`config.mk`:
```
export PLATFORM = sky130hd
export DESIGN_NAME = alu_exec_unit
export DESIGN_NICKNAME = d
export VERILOG_FILES = /design/src/rtl/alu_exec_unit.sv
export SDC_FILE = /design/constraint.sdc
export NUM_CORES = 1
export LEC_CHECK = 0
export CAP_MARGIN = 30
export CELL_PAD_IN_SITES_DETAIL_PLACEMENT = 1
export CELL_PAD_IN_SITES_GLOBAL_PLACEMENT = 2
export CORE_ASPECT_RATIO = 1.25
export CORE_MARGIN = 2
export CORE_UTILIZATION = 35
export DETAILED_ROUTE_END_ITERATION = 10
export GPL_ROUTABILITY_DRIVEN = 0
export MAX_ROUTING_LAYER = met4
export PLACE_DENSITY_LB_ADDON = 0.12
export SLEW_MARGIN = 20
export SYNTH_ARGS = -nofsm -noshare
export SYNTH_HDL_FRONTEND = slang
export SYNTH_SLANG_ARGS = --single-unit
```
`constraint.sdc`:
```
create_clock -name vclk -period 15.5
set_clock_uncertainty 0.2 [all_clocks]
set_input_delay 3.1 -clock vclk [all_inputs]
set_output_delay 3.1 -clock vclk [all_outputs]
set_load 0.01 [all_outputs]
```
`src/rtl/alu_exec_unit.sv`:
```
// RV32I execute-stage ALU decoder and 32-bit integer ALU.
// Define ALU_OUT_REG_EN to register Out on Clock (async active-low Reset_n clears it).
module alu_exec_unit (
  input  logic        Clock,
  input  logic        Reset_n,
  input  logic [6:0]  opcode,
  input  logic [2:0]  funct,
  input  logic        add_rshift_type,
  input  logic [31:0] A,
  input  logic [31:0] B,
  output logic [3:0]  ALUop,
  output logic [31:0] Out
);

  typedef enum logic [3:0] {
    OP_ADD    = 4'd0,
    OP_SUB    = 4'd1,
    OP_AND    = 4'd2,
    OP_OR     = 4'd3,
    OP_XOR    = 4'd4,
    OP_SLL    = 4'd5,
    OP_SRL    = 4'd6,
    OP_SRA    = 4'd7,
    OP_SLT    = 4'd8,
    OP_SLTU   = 4'd9,
    OP_COPY_B = 4'd10,
    OP_XXX    = 4'd15
  } alu_op_e;

  localparam logic [6:0] OPC_OP     = 7'b0110011;
  localparam logic [6:0] OPC_OP_IMM = 7'b0010011;
  localparam logic [6:0] OPC_LUI    = 7'b0110111;
  localparam logic [6:0] OPC_AUIPC  = 7'b0010111;
  localparam logic [6:0] OPC_JAL    = 7'b1101111;
  localparam logic [6:0] OPC_JALR   = 7'b1100111;
  localparam logic [6:0] OPC_LOAD   = 7'b0000011;
  localparam logic [6:0] OPC_STORE  = 7'b0100011;
  localparam logic [6:0] OPC_BRANCH = 7'b1100011;

  alu_op_e     alu_op;
  logic [31:0] result;
  logic [4:0]  shamt;

  always_comb begin
    alu_op = OP_XXX;
    case (opcode)
      OPC_OP, OPC_OP_IMM: begin
        case (funct)
          3'b000: begin
            // ADDI has no SUB form; bit 30 belongs to the immediate there
            if (opcode == OPC_OP && add_rshift_type) alu_op = OP_SUB;
            else                                      alu_op = OP_ADD;
          end
          3'b001: alu_op = OP_SLL;
          3'b010: alu_op = OP_SLT;
          3'b011: alu_op = OP_SLTU;
          3'b100: alu_op = OP_XOR;
          3'b101: alu_op = add_rshift_type ? OP_SRA : OP_SRL;
          3'b110: alu_op = OP_OR;
          3'b111: alu_op = OP_AND;
          default: alu_op = OP_XXX;
        endcase
      end
      OPC_LUI: alu_op = OP_COPY_B;
      OPC_AUIPC, OPC_JAL, OPC_JALR, OPC_LOAD, OPC_STORE, OPC_BRANCH:
        alu_op = OP_ADD;
      default: alu_op = OP_XXX;
    endcase
  end

  assign ALUop = alu_op;
  assign shamt = B[4:0];

  always_comb begin
    result = '0;
    case (alu_op)
      OP_ADD:    result = A + B;
      OP_SUB:    result = A - B;
      OP_AND:    result = A & B;
      OP_OR:     result = A | B;
      OP_XOR:    result = A ^ B;
      OP_SLL:    result = A << shamt;
      OP_SRL:    result = A >> shamt;
      OP_SRA:    result = $unsigned($signed(A) >>> shamt);
      OP_SLT:    result = {31'd0, ($signed(A) < $signed(B))};
      OP_SLTU:   result = {31'd0, (A < B)};
      OP_COPY_B: result = B;
      default:   result = '0;
    endcase
  end

`ifdef ALU_OUT_REG_EN
  logic [31:0] out_d;
  logic [31:0] out_q;

  always_comb begin
    out_d = result;
  end

  always_ff @(posedge Clock or negedge Reset_n) begin
    if (!Reset_n) out_q <= '0;
    else          out_q <= out_d;
  end

  assign Out = out_q;
`else
  // Clock and Reset_n are kept as ports for a uniform footprint across builds
  logic unused_clk_rst;
  assign unused_clk_rst = Clock ^ Reset_n;

  assign Out = result;
`endif

endmodule

```
Yosys cells after proc, flatten, opt, wreduce, memory -nomap -nowiden
Index checks and enable logic that the tools add are counted.
{ "word_totals": {"inputBits": 77, "output_inout_bits": 36, "ff_bits": 0, "wordCells": 46} }
{ "classes": {"n_eq_ne": 26, "add_sub_neg": 2, "n_mux": 5, "magnitude_cmp": 2, "shifts": 3, "bitwise_logic": 3, "n_reduce_logical": 5} }
{ "op_table": {"columns": ["operator", "n"], "rows": [
  ["$pmux 32 s11", 1],
  ["$lt 32x32->1", 2],
  ["$add 32x32->32", 1],
  ["$and 32x32->32", 1],
  ["$or 32x32->32", 1],
  ["$pmux 4 s8", 1],
  ["$shl 32x5->32", 1],
  ["$shr 32x5->32", 1],
  ["$sshr 32x5->32", 1],
  ["$sub 32x32->32", 1],
  ["$xor 32x32->32", 1],
  ["$eq 7x6->1 const B", 3],
  ["$eq 7x7->1 const B", 3],
  ["$eq 4x3->1 const B", 4],
  ["$eq 7x5->1 const B", 2],
  ["$eq 3x3->1 const B", 4],
  ["$eq 4x4->1 const B", 3],
  ["$pmux 4 s3", 1],
  ["$eq 4x2->1 const B", 2],
  ["$eq 7x2->1 const B", 1],
  ["$eq 3x2->1 const B", 2],
  ["$reduce_or 6->1", 1],
  ["$eq 4x1->1 const B", 1],
  ["$logic_not 4->1", 1],
  ["other kinds (5)", 6]
]} }

Logic depth before layout (Yosys ltp)
Gate-level depths: netlist (run 1).
{ "logic_depth": {"depth_word": 7, "ltp_mapped": 14} }

Worst setup path after synthesis (run 1)
Ideal clock, no wire load.
{ "synth_timing": {"kind": "input -> output", "start": "input B[2]", "end": "output Out[26]", "arrival_ns": 6.206, "path_slack_ns": 5.994, "path_buffers": 2, "stages": 13, "cell_sequence": "clkinv_1 > clkbuf_1 > clkbuf_1 > ha_1 > or2_1 > a221oi_1 > o22a_1 > a22oi_1 > a41o_1 > o31ai_4 > a41oi_1 > xnor2_1 > o221ai_1"} }
{ "synth_via": {"elab_chain_len": 2, "word_cells_on_any_way": 6, "cone_classes": "add/sub: 2; shift: 3; mux: 1"} }
{ "synth_rtl": {"columns": ["item", "line_no", "rtl"], "rows": [
  ["from (decl)", "10", "input logic [31:0] B,"],
  ["$sub 32x32->32, or another cell as far along", "78", "OP_SUB: result = A - B;"],
  ["$pmux 32 s11 *", "76", "case (alu_op)"],
  ["to (decl)", "12", "output logic [31:0] Out"]
]} }
Every way passes the cells marked *; elsewhere a longest branch is shown, timed or not.

Final worst setup path (run 1)
{ "layout_timing": {"start": "input B[2]", "end": "output Out[31]"} }
Same word-level chain as after synthesis.

==> qor.txt, run 1 <==
Status - completed
Final nets - 1568
Post-DRT Antenna Nets - 0
Min Tclk post-route - 11.24 ns
Initial DRC Count - 1036
Pre-antenna DRT Iters - 9
Share of cells above drive strength 1 - 6.34%
WP buf/inv - 5
Worst Setup End Kind - output pin
Synth cell types - 85
Top cell type by total area after synthesis - ha_1
RSZ-0062 raised after global routing - no
Final period util - 72.5%
Initial core utilization - 35.8%
Vias - 11300
Max Cap Viol - 0
Worst setup margin - 4.26 ns
Mapped cell area - 9090 µm²
Vias in the first global route - 11200
Avg WL per Cell - 26.5 µm
Clock buffers - 0
Fillcell total - 3325
Most common cell after layout, fill and taps aside - nor2_1
YS warnings - 0
Worst slew pin tran - 0.963 ns
Max stage delay on crit path - 0.63 ns
Crit path max-delay cell type - a41oi_1
Setup WS pre-CTS - 4.33 ns
FF+latch area - 0 µm²
Setup TNS - 0 ns
Synth top area cells - ha_1, mux4_2, nor2_1
Drc violations - 0
Die height - 184 µm
Post-CTS setup buffers - 0
GR Overflow Total - 0
Area Growth Syn to Fin - 13.2%
Cell family with most CP delay - compound AO/OA/AOI/OAI gates
Post-DP HPWL - 35100 µm
Worst Setup Start Kind - input port
Num sequential - 0
# setup viols final - 0
IO Pins - 113
Top-area cell type share of the netlist area - 13.6%
CP dominant cell by count - buf_4
Routed WL - 45800 µm
DR vias/cell - 6.57
Required @ worst endpoint - 12.20 ns
Slew Limit Headroom - 35.3%
Die width - 148 µm
Largest net degree at the start of global routing - 81
Pins Over Slew Limit - 0
Port Buf Inserts - 111
First-pass GRT wire length - 68800 µm
Critical-path maximum fanout - 68
Number of antenna violations at the first check in global routing - 4
Core footprint - 25400 µm²
Area occupied by multi-input gates - 8260 µm²
Std-Cell Rows - 65
Critical path cell sequence - buf_2, buf_4, clkinv_1, buf_4, ha_1, o311ai_1, a21oi_1, a21o_1, a41oi_1, o2111ai_1, and3_1, mux2_4, a211o_1, clkdlybuf4s50_1
Commonest cells after routing, fill and taps aside - nor2_1, a21oi_1, o21ai_0, nand2_1, clkdlybuf4s50_1
Net count after synthesis - 1545
Hold-fix buffers, CTS - 0
Cell count after synthesis - 1367
Avg Inst Size Synth - 6.65 µm²
Critical Path AT - 7.94 ns
Die ar. - 27300 µm²
Hold Violations, Final - 0
Register area share after synthesis - 0%
Gr usage total - 33.5%
Tightest Hold Check Type - in -> out
Max Clk Rate - 88.9 MHz
PostCTS Resize Cnt - 0
Worst Setup Path Type - in -> out
[layout make-up]
cell class                 instances  share of cell area (%)
tap                              335                    4.07
timing repair buffer             132                    12.1
inverter                          93                    3.39
multi-input combinational       1163                    80.3
antenna                            4                  0.0973
[cell families (layout without fill, tap and decap cells)]
family	Yosys count	count (layout)	share of synthesized area, %
compound gates	501	501	36.3
mux	105	105	16.4
buf+inv	204	225	9.21
fa+ha+maj	101	101	14.1
simple gates	435	435	22.0
other cells	0	4	0
xor+xnor	21	21	2.02
[stage by stage]
stage	util, %	cell area [µm²]	instances	hold WS (ns)
2_1_floorplan	-	9090	1367	6.17
3_5_place_dp	40.5	10300	1723	7.23
4_1_cts	40.5	10300	1723	7.23
6_report	40.5	10300	1727	7.22
3_3_place_gp	40.5	10300	1723	7.23
5_1_grt	40.5	10300	1727	7.28
[worst min-delay path: stages]
cell and delay, ns:
clkdlybuf4s50_1 0.50, a221oi_1 0.10, o2111ai_1 0.08, clkdlybuf4s50_1 0.53
[synthesized netlist by cell type (all sizes together), types with 8 or more instances]
master  instances
mux4           34
o211ai         21
a31oi          15
o22ai          13
mux2i          62
nor4            9
inv            92
nand2b         12
a22oi          13
ha             99
clkbuf         64
nand4           9
a211o          15
nand2         107
a221oi         12
a21o           12
buf            47
mux2            9
o31ai          14
a21oi         126
nor2          171
xnor2          15
nor2b          10
nand3          31
nor3           33
a211oi         34
or3            17
o21bai          8
o21ai         129
a222oi         12
[final timing paths]
check / startpoint / slack [ns] / endpoint / cells past startpoint
worst max-delay path: B[2] / 4.26 / Out[31] / 14
worst min-delay path: B[12] / 7.22 / Out[12] / 4
[layer usage]
metal	GRT usage [%]	routed length, µm	vias to the layer above
li1	-	-	5140
met4	12.8	2000	0
met2	52.6	20700	482
met5	-	0	-
met1	43.3	19600	5620
met3	5.35	3490	99
==> run 2, diff against run 1 <==
Settings changed: CORE_UTILIZATION 35 to 30.
Clock period 15.5 ns to 9.5 ns, I/O delays scaled along.
==> run 2 against run 1 <==
  * Via count shrank 0.89%
  * Utilization shrank 5.6 points
  * Hold slack lost 2.6 ns
  * Global-route usage shrank 3.1 points
  * Sequential share of layout area is the same
  * Non-clock buffer count grew 12
  * Wire length grew 5.8%
  * Die area grew 16%
  * Count of clock-buffer cells in the layout is the same
  * Critical path depth is the same
  * Flip-flop and latch count is the same
  * Worst setup slack lost 3.3 ns
  * Largest cell class unchanged
  * Highest routed layer unchanged
==> qor.txt, run 2 (synthesis gave the netlist of run 1 again) <==
Status - completed
Switching share of power - 62.8%
DR vias/cell - 6.24
Gate power share - 100.0%
Hold Violations, Final - 0
GR Overflow Total - 0
Max stage delay on crit path - 0.59 ns
First-pass GRT wire length - 72300 µm
Post-CTS setup buffers - 0
Slew Limit Headroom - 31.7%
IO Pins - 113
Number of antenna violations at the first check in global routing - 0
Fillcell total - 3847
Vias in the first global route - 11200
Critical Path AT - 6.41 ns
Worst Setup Path Type - in -> out
Post-DP HPWL - 37700 µm
Global routing met2 resource utilization - 51.3%
Port Buf Inserts - 111
Initial core utilization - 30.4%
Gr usage total - 30.4%
IR drop worst, VDD - 0.0189 mV
Post-DRT Antenna Nets - 0
Clock share of power - 0%
Worst slew pin tran - 1.02 ns
Min Tclk post-route - 8.51 ns
Worst Setup Start Kind - input port
Vias - 11200
Design area - 10500 µm²
PostCTS Resize Cnt - 0
Final period util - 89.5%
Initial DRC Count - 1049
Pre-antenna DRT Iters - 5
Num sequential - 0
Psw - 0.349 mW
RSZ-0062 raised after global routing - no
Routed WL - 48500 µm
Max Clk Rate - 118 MHz
Required @ worst endpoint - 7.40 ns
ANT cells - 0
Largest net degree at the start of global routing - 68
P_int - 0.207 mW
Die ar. - 31700 µm²
Layer with the highest usage - met2
Die height - 199 µm
Met3 Use GR - 2.29%
Final nets - 1580
Core footprint - 29900 µm²
Critical path cell sequence - clkdlybuf4s50_1, inv_1, ha_1, fa_1, or2_1, a221oi_1, o22a_1, a22oi_1, a41o_1, o31ai_4, a41oi_1, xnor2_1, o221ai_1, clkdlybuf4s50_1
Die width - 160 µm
Worst Setup End Kind - output pin
CP dominant cell by count - clkdlybuf4s50_1
FF+latch area - 0 µm²
Most common cell after layout, fill and taps aside - nor2_1
Drc violations - 0
Hold-fix buffers, CTS - 0
Leak - 4.21 nW
Avg WL per Cell - 26.9 µm
# setup viols final - 0
Pins Over Slew Limit - 0
Clock buffers - 0
Std-Cell Rows - 71
Sequential share of power - 0%
Cell Pwr Density - 53.1 nW/µm²
Crit path max-delay cell type - clkdlybuf4s50_1
Commonest cells after routing, fill and taps aside - nor2_1, a21oi_1, o21ai_0, nand2_1, clkdlybuf4s50_1
Critical-path maximum fanout - 5
Max Cap Viol - 0
Setup TNS - 0 ns
Share of cells above drive strength 1 - 7.14%
Tightest Hold Check Type - in -> out
Area Growth Syn to Fin - 15.2%
Post-placement cell area - 10500 µm²
Global Route met1 Usage - 39.9%
Total power - 0.556 mW
run 2: metrics by stage:
step | hold WS [ns] | utilization (%) | instances | setup slack, ns
after global placement | 4.65 | 34.9 | 1800 | 1.03
after detailed placement | 4.64 | 34.9 | 1800 | 1.02
after global routing | 4.68 | 35.0 | 1801 | 0.865
after floorplan | 3.77 | - | 1367 | 2.39
final | 4.65 | 35.0 | 1801 | 0.995
after CTS | 4.65 | 34.9 | 1800 | 1.00
run 2: worst max-delay path: cells and delay by family:
kind,cells,cell delay [ns]
XOR/XNOR,1,0.18
AO/OA/AOI/OAI,7,2.10
adder cells (fa/ha/maj),2,0.66
AND/OR/NAND/NOR,1,0.24
buffers and inverters,3,1.32
run 2: cell type report:
type	count	area, µm²	share of cell area [%]
inverter	93	349	3.33
multi-input combinational	1163	8270	79.0
tap	401	502	4.79
timing repair buffer	144	1350	12.9
run 2: worst paths after layout:
check | from | end | slack (ns) | depth (start not counted)
setup / recovery | A[0] | Out[26] | 0.99 | 14
hold / removal | B[4] | Out[2] | 4.65 | 4
run 2: power groups by stage:
stage / clock network [mW] / logic (mW) / registers [mW]
finish: 0 / 0.556 / 0
CTS: 0 / 0.548 / 0
global route: 0 / 0.598 / 0
global placement: 0 / 0.540 / 0
floorplan: 0 / 0.341 / 0
detailed placement: 0 / 0.545 / 0
run 2: layer usage:
layer	vias to the layer above	routed length, µm
met2	396	23000
met1	5624	21300
li1	5146	-
met5	-	0
met4	0	1280
met3	74	2810
No activity file was read; power rests on OpenSTA's default activity.
==> run 3, diff against run 2 <==
Settings changed: GPL_TIMING_DRIVEN from default to 0.
==> run 3 against run 2 <==
  * First-iteration DRC count grew 42%
  * Die area is the same
  * Fmax shrank 9.1%
  * Global-route usage grew 5.9 points
  * Cell count grew 4.2%
  * Critical endpoint is now Out[25]
  * Critical path depth grew 2
  * Worst setup slack lost 0.85 ns
  * Non-clock buffer count grew 75
  * Hold slack lost 0.013 ns
  * Combinational power grew 7.6%
  * Total power grew 7.5%
  * Largest power group unchanged
==> qor.txt, run 3 (synthesis gave the netlist of run 1 again) <==
Number of antenna violations at the first check in global routing - 1
Critical Path Sink - Out[25]
Commonest cells after routing, fill and taps aside - nor2_1, a21oi_1, o21ai_0, clkdlybuf4s50_1, nand2_1
Initial core utilization - 30.4%
RSZ-0062 raised after global routing - no
Total power - 0.598 mW
Avg WL per Cell - 30.8 µm
Area Growth Syn to Fin - 17.7%
Worst Setup Path Type - in -> out
IR drop worst, VDD - 0.0250 mV
IO Pins - 113
First-pass GRT wire length - 83500 µm
FF+latch area - 0 µm²
# setup viols final - 0
Final period util - 98.5%
Tightest Hold Check Type - in -> out
Worst slew pin tran - 1.08 ns
Num sequential - 0
Std-Cell Rows - 71
Vias in the first global route - 12200
Worst Setup Start Kind - input port
Port Buf Inserts - 110
Cell Pwr Density - 55.9 nW/µm²
CP startpoint - B[1]
Pre-antenna DRT Iters - 8
Design area - 10700 µm²
Die width - 160 µm
Post-placement cell area - 10700 µm²
Min Tclk post-route - 9.36 ns
Post-DRT Antenna Nets - 0
Worst Setup End Kind - output pin
Max Clk Rate - 107 MHz
Leak - 4.30 nW
Hold slack - 4.64 ns
Pins Over Slew Limit - 0
Max Cap Viol - 0
Critical-path maximum fanout - 12
GR Overflow Total - 0
Hold Violations, Final - 0
Critical Path AT - 7.26 ns
Largest net degree at the start of global routing - 13
Drc violations - 0
Required @ worst endpoint - 7.40 ns
Most common cell after layout, fill and taps aside - nor2_1
Setup TNS - 0 ns
Post-DP HPWL - 46600 µm
Final nets - 1655
Die height - 199 µm
Gr usage total - 36.3%
Post-CTS setup buffers - 0
Initial DRC Count - 1489
Slew Limit Headroom - 27.8%
Vias - 12300
Clock buffers - 0
Routed WL - 57900 µm
DR vias/cell - 6.53
Status - completed
Share of cells above drive strength 1 - 6.92%
Util after Layout - 35.7%
Die ar. - 31700 µm²
Core footprint - 29900 µm²
[run 3: critical path, cell delays in order]
cell and delay, ns:
clkdlybuf4s50_1 0.47, buf_2 0.26, inv_1 0.13, clkbuf_1 0.50, buf_2 0.46, ha_1 0.34, a21oi_1 0.33, o211ai_1 0.21
o211ai_1 0.36, a311oi_1 0.27, a211oi_1 0.55, nor4_1 0.09, a311oi_1 0.32, xor2_1 0.15, o21ai_0 0.28, clkdlybuf4s50_1 0.60
[run 3: timing repair]
| item | CTS | global route |
|---|---|---|
| gates resized for setup | 2 | 2 |
| endpoints found under the setup margin | 5 | 4 |
| hold buffers | 0 | 0 |
[run 3: through the flow]
stage / setup slack (ns) / instances
final: 0.143 / 1877
after floorplan: 2.39 / 1367
after global placement: -0.187 / 1878
after detailed placement: -0.109 / 1878
after CTS: 0.0568 / 1878
after global routing: 0.00736 / 1877
[run 3: final cells by class]
class              instances  area (µm²)
well taps                401         502
multi-input cells       1163        8260
diodes                     1        2.50
repair buffers           110        1100
plain buffers            109         483
fillers                 3917       19200
inverters                 93         353
[run 3: worst min path at each step]
| stage | slack (ns) | from | depth (start not counted) | endpoint |
|---|---|---|---|---|
| after global placement | 4.65 | opcode[2] | 5 | ALUop[2] |
| final | 4.64 | opcode[2] | 5 | ALUop[2] |
| after floorplan | 3.77 | B[12] | 2 | Out[12] |
| after CTS | 4.65 | opcode[2] | 5 | ALUop[2] |
| after detailed placement | 4.64 | opcode[2] | 5 | ALUop[2] |
| after global routing | 4.75 | opcode[2] | 5 | ALUop[2] |
[run 3: power breakdown]
part             internal (mW)  switching [mW]       total [mW]
Clock          0.0000000000615               0  0.0000000000709
Sequential                   0               0                0
Combinational            0.209           0.389            0.598
[run 3: metal layers]
layer  track usage, %  routed length [µm]  vias to the layer above  part of all wire [%]
met2             58.6               26500                      721                    46
met3             4.38                4890                      164                   8.4
met5                -                   0                        -                     0
met4             16.3                3100                        0                   5.4
met1             45.7               23400                     6066                    40
li1                 -                   -                     5299                     -
